$ cat src/rtl/hazard_unit.sv
// Pipeline hazard controller: load-use stalls, taken-branch flushes and memory-busy freezes,
// plus a sticky memory-wait timeout flag and a saturating bubble counter.
module hazard_unit #(
    parameter int unsigned BR_EXTRA = 1,
    parameter int unsigned MAX_WAIT = 255,
    parameter int unsigned CNT_W    = 16
) (
    input  logic             clk,
    input  logic             rst,
    input  logic             idex_memread,
    input  logic [4:0]       idex_rt,
    input  logic [4:0]       ifid_rs,
    input  logic [4:0]       ifid_rt,
    input  logic             branch_taken,
    input  logic             mem_busy,
    output logic             ctrl_sel,
    output logic             pc_write,
    output logic             ifid_write,
    output logic             ifid_flush,
    output logic             pipe_hold,
    output logic             mem_timeout,
    output logic [CNT_W-1:0] bubble_count
);

    typedef enum logic [1:0] {StRun, StMemWait, StFlush} state_e;

    localparam logic [2:0] BrExtra = 3'(BR_EXTRA);
    localparam logic [7:0] MaxWait = 8'(MAX_WAIT);

    state_e           state_q, state_d;
    logic [2:0]       flush_cnt_q, flush_cnt_d;
    logic [7:0]       wait_q, wait_d;
    logic             timeout_q;
    logic [CNT_W-1:0] bubble_q;
    logic             lu;

    assign lu = idex_memread && (idex_rt != 5'd0) &&
                ((idex_rt == ifid_rs) || (idex_rt == ifid_rt));

    always_ff @(posedge clk or posedge rst) begin
        if (rst) begin
            state_q     <= StRun;
            flush_cnt_q <= '0;
            wait_q      <= '0;
            timeout_q   <= 1'b0;
            bubble_q    <= '0;
        end else begin
            state_q     <= state_d;
            flush_cnt_q <= flush_cnt_d;
            wait_q      <= wait_d;
            if (mem_busy && (wait_d == MaxWait)) begin
                timeout_q <= 1'b1;
            end
            if (!ctrl_sel && (bubble_q != '1)) begin
                bubble_q <= bubble_q + 1'b1;
            end
        end
    end

    // MEMWAIT with mem_busy low evaluates exactly like RUN.
    always_comb begin
        state_d     = state_q;
        flush_cnt_d = flush_cnt_q;
        if (mem_busy) begin
            state_d     = StMemWait;
            flush_cnt_d = '0;
        end else if (branch_taken) begin
            flush_cnt_d = BrExtra;
            state_d     = (BrExtra != 3'd0) ? StFlush : StRun;
        end else if (state_q == StFlush) begin
            flush_cnt_d = (flush_cnt_q != 3'd0) ? flush_cnt_q - 3'd1 : 3'd0;
            state_d     = (flush_cnt_q <= 3'd1) ? StRun : StFlush;
        end else begin
            state_d     = StRun;
            flush_cnt_d = '0;
        end
    end

    always_comb begin
        wait_d = '0;
        if (mem_busy) begin
            wait_d = (wait_q < MaxWait) ? wait_q + 8'd1 : wait_q;
        end
    end

    always_comb begin
        ctrl_sel   = 1'b1;
        pc_write   = 1'b1;
        ifid_write = 1'b1;
        ifid_flush = 1'b0;
        pipe_hold  = 1'b0;
        if (rst) begin
            ctrl_sel   = 1'b0;
            pc_write   = 1'b0;
            ifid_write = 1'b0;
            ifid_flush = 1'b1;
        end else if (mem_busy) begin
            pc_write   = 1'b0;
            ifid_write = 1'b0;
            pipe_hold  = 1'b1;
        end else if (branch_taken || (state_q == StFlush)) begin
            ctrl_sel   = 1'b0;
            ifid_flush = 1'b1;
        end else if (lu) begin
            ctrl_sel   = 1'b0;
            pc_write   = 1'b0;
            ifid_write = 1'b0;
        end
    end

    assign mem_timeout  = timeout_q;
    assign bubble_count = bubble_q;

endmodule

$ cat config.mk
export PLATFORM = sky130hd
export DESIGN_NAME = hazard_unit
export DESIGN_NICKNAME = d
export VERILOG_FILES = /design/src/rtl/hazard_unit.sv
export SDC_FILE = /design/constraint.sdc
export NUM_CORES = 1
export LEC_CHECK = 0
export CORE_MARGIN = 4
export CORE_UTILIZATION = 49
export CTS_BUF_LIST = sky130_fd_sc_hd__clkbuf_16
export DETAILED_ROUTE_END_ITERATION = 8
export PLACE_DENSITY_LB_ADDON = 0.15
export SYNTH_ARGS = -nofsm -noshare
export SYNTH_HDL_FRONTEND = slang
export SYNTH_SLANG_ARGS = --single-unit
$ cat constraint.sdc
create_clock -name clk -period 2.79 [get_ports clk]
set_input_delay 0.279 -clock clk [delete_from_list [all_inputs] [get_ports clk]]
set_output_delay 0.279 -clock clk [all_outputs]
set_load 0.01 [all_outputs]
==> After elaboration in Yosys (flattened, before gate mapping) <==
Index checks and enable logic that the tools add are counted.
{ "classes": {"n_addsub": 3, "n_mul": 0, "n_div": 0, "magnitude_cmp": 2, "eq_ne": 5, "shifts": 0, "mux": 22, "n_bitwise": 0, "n_reduce_logical": 9} }
{ "ops": {"columns": ["op", "n"], "rows": [
  ["16-bit by 1-bit adder with 16-bit output, second input constant", 1],
  ["8-bit two-way mux", 2],
  ["16-bit != test, second input constant", 1],
  ["1-bit two-way mux", 12],
  ["3-bit two-way mux", 4],
  ["5-bit == test", 2],
  ["8-bit by 1-bit adder with 8-bit output, second input constant", 1],
  ["8-bit == test, second input constant", 1],
  ["8-bit < comparator, second input constant", 1],
  ["2-bit two-way mux", 4],
  ["5-bit nonzero test", 1],
  ["1-bit logical AND", 4],
  ["3-bit by 1-bit less-or-equal comparator with 1-bit output, second input constant", 1],
  ["3-bit nonzero test", 1],
  ["3-bit by 1-bit subtractor with 3-bit output, second input constant", 1],
  ["2-bit == test, second input constant", 1],
  ["1-bit logical OR", 2],
  ["1-bit logical NOT", 1]
]} }
{ "totals": {"ff_bits": 30, "latch_bits": 0, "ram_bits": 0, "romBits": 0, "in_bits": 20, "wordCells": 46, "mem_count": 0} }

==> Logic depth before layout (Yosys ltp) <==
{ "depth": {"depth_word": 9, "ltp_mapped": 8, "ltp_nobuf": 7} }

==> Worst setup path before layout <==
Ideal clock, no wire load.
{ "synth_path": {"path_type": "flip-flop to flip-flop", "startpoint": "register bubble_q[0] (netlist: bubble_count[0])", "endpoint": "register bubble_q[1] (netlist: bubble_count[1])", "setup_time_ps": 128, "arrival_time_ps": 1906, "setup_slack_ps": 757, "path_stages_with_launch": 8, "synth_period_minus_slack_ps": 2033, "cell_sequence": "dfrtp_1 > ha_1 > nand4_2 > nor4_1 > a21oi_1 > o21ba_4 > buf_12 > mux2_1"} }
{ "synth_between": {"elab_chain_len": 2} }
{ "synth_lines": {"columns": ["element", "line_no", "source"], "rows": [
  ["start: declaration", "34", "logic [CNT_W-1:0] bubble_q;"],
  ["start signal: assignment", "55", "bubble_q <= bubble_q + 1'b1;"],
  ["parallel branches: the longest is 2 deep, another holds 16-bit by 1-bit adder with 16-bit output", null, null]
]} }
Several ways; the timed one is not identified.
A chain may end at the register's enable or synchronous reset.

==> Final worst setup path <==
{ "layout_path": {"startpoint": "input port idex_rt[1]", "endpoint": "output port pc_write"} }
{ "layout_between": {"elab_chain_len": 7} }
{ "layout_lines": {"columns": ["element", "line_no", "source"], "rows": [
  ["start: declaration", "11", "input logic [4:0] idex_rt,"],
  ["5-bit == test / 5-bit nonzero test (equally long branches)", "38, 37", null],
  ["1-bit logical OR / 1-bit logical AND (equally long branches)", "38, 37", null],
  ["1-bit logical AND (*)", "37", "assign lu = idex_memread && (idex_rt != 5'd0) &&"],
  ["1-bit two-way mux (*)", "104", "end else if (lu) begin"],
  ["1-bit two-way mux (*)", "101", "end else if (branch_taken || (state_q == StFlush)) begin"],
  ["1-bit two-way mux (*)", "97", "end else if (mem_busy) begin"],
  ["1-bit two-way mux (*)", "92", "if (rst) begin"],
  ["end: declaration", "17", "output logic pc_write,"]
]} }
Mark *: on every way between the ends. The rest lies on a longest branch, timed or not.

==> flow_summary.toml <==
[status]
status = "complete, no violations"

[worst_setup_path]
startpoint_type = "input port"
r2r_start = "bubble_count[0]"
critPathArrivalTime_ps = 2320
worstPathRequired_ps = 2510
worstSetupPathType = "input port to output port"
reg2reg_to = "bubble_count[1]"
r2r_cells = 6
cp-end-kind = "output port"
cp_max_fo = 3
regToRegSetupSlack_ps = 540

[floorplanning]
dieWidth_um = 66.5
top_level_ports = 42
die-area_um2 = 4430
dieHeight_um = 66.5
core_area_um2 = 3150
num_rows = 20
initial_utilization_pct = 53.3

[final_layout]
nNetsFinal = 241
fillCellCount = 258
utilization_pct = 73.5
seqCellArea_um2 = 751
stdcell_count = 264
diodes = 0
area_growth_pct = 38.0
multi_input_area_um2 = 863
drive_above_1_share_pct = 9.09
final_cell_area_um2 = 2320

[sta]
setup_violations = 0
max_freq_mhz = 384
slew_headroom_pct = 72.1
min_period_ps = 2600
fin_skew_ps = 4.42
fin_crit_sh_pct = 93.3
fin_tns_setup_ps = 0
rsz0062_at_grt = "false"
drv_slew = 0
tightest_slew_ps = 415
final-hold-violation-count = 0

[place]
gp_congestion = 0.812
dpl.hpwl_um = 2920
io_buffer_count = 41
dp.cells = 256
placed_cell_area_um2 = 2130

[drt]
antenna_left = 0
top_layer = "met4"
vias = 1450
drt_first_pass_iters = 4
drc = 0
wl_met2_um = 2020
wl_per_cell_um = 14.9
dr_wl_met3_um = 173
wl_met1_um = 1730
drt_wl_total_um = 3940
via_per_inst = 5.49
initialDrtViolationCount = 66

[global_route]
grt_pass1_vias = 1446
grt_overflow = 0
antenna_found_initial = 0
grt_pass1_wl_um = 6760
grt_max_degree = 20
grt_usage_pct = 19.9

[cts]
hold_buffers = 0
cts.repair.resized = 0
cts_setup_buffers = 0
tritoncts = "done"
cts_max_level = 2
clock_latency_ps = 270
clock_sinks = 30
cts_made_buffers = 5
cts_max_path_buffers = 2
cts-root-buf = "clkbuf_16"
clk_pin_slew_ps = 50

[synth]
seq_area_frac_synth_pct = 44.7
syn_area_um2 = 1680
synth_most_common_cell = "dfrtp_1"
synth_top_area_share_pct = 44.7
yosys-top-cells-area = "dfrtp_1, xor2_1, nor2_1"
synthCells = 173
synth-async-reset-ratio_pct = 100
synth_edf_count = 0
synth-seq-cells = 30
synth.distinct_cells = 40
synthFlopType = "dfrtp_1"
postSynthAreaPerCell_um2 = 9.71
syn_nets = 195
yosysTopAreaCell = "dfrtp_1"
synth_warnings = 0
synth_commonest_cells = "dfrtp_1, xor2_1, nor2_1"

[pwr]
ir_worst_vdd_v = 0.000593
p_per_area_nw_per_um2 = 809
p_leak_uw = 0.000969

[flow_run]
maxCapViolations = 0

[hold_path]
hold_class = "input port to async pin"
==> where the power goes <==
| part | internal [µW] | total, µW | switching (µW) |
|---|---|---|---|
| clock | 507 | 691 | 184 |
| sequential | 534 | 666 | 132 |
| combinational | 287 | 518 | 230 |
| total | 1330 | 1870 | 546 |
==> layer usage <==
layer	up-vias	track usage, %
met3	3	5.23
li1	698	-
met5	-	0
met4	0	3.81
met1	718	25.1
met2	31	34.4
==> worst max path at each step <==
stage,from,to,slack (ps),depth (start not counted)
6_report,idex_rt[1],pc_write,190,6
2_1_floorplan,bubble_count[0],bubble_count[1],760,7
3_5_place_dp,idex_rt[1],pc_write,170,6
3_3_place_gp,idex_rt[1],pc_write,240,6
4_1_cts,idex_rt[1],pc_write,170,6
5_1_grt,idex_rt[1],ifid_write,90,6
==> sequential cells by signal, indices dropped and copies added, names as in the netlist <==
name and cells:
bubble_count 16, wait_q 8, flush_cnt_q 3, state_q 2
mem_timeout 1
==> area by class of cell <==
type	instances	area share (%)
clock buffers	5	5.40
clock inverters	3	2.75
inverters	7	1.13
multi-input cells	131	37.3
flip-flops and latches	30	32.4
well taps	44	2.38
repair buffers	44	18.7
==> cells by family after synthesis <==
family	Yosys count	share of synthesized area, %
AOI/OAI and AO/OA	22	8.79
buffers and inverters	12	3.88
xor gates and xnor gates	26	13.6
DFF	30	44.7
adders and majority gates	2	1.49
muxes	3	1.94
and+or+nand+nor	78	25.6
==> cells in the final DEF (no fill, tap or decap), types with 2 or more instances in the layout <==
cell and count:
nor3_1 10, clkdlybuf4s50_1 41, ha_1 2, clkbuf_16 5
nor4_1 5, and3_1 4, nor4b_1 2, xnor2_1 6
a21oi_1 6, bufinv_16 2, nand3_1 9, nor3_2 4
dfrtp_1 30, nand2_1 11, buf_4 3, o21ai_0 7
o211ai_1 2, nor2_1 17, nand4_1 3, nor2b_1 4
inv_1 7, xor2_1 20
==> critical path, cell delays in order <==
cell and delay, ps:
clkdlybuf4s50_1 460, or4_1 560, o21ai_2 170, nor4_1 60, nor3_1 200, clkdlybuf4s50_1 580
==> metrics by stage <==
stage	hold WS [ps]	setup slack, ps	power, µW
floorplan	310	757	895
CTS	424	171	1890
finish	419	186	1870
global route	469	92.2	1970
detailed placement	459	169	1180
global placement	459	237	1160
(Power assumes the default switching activity.)
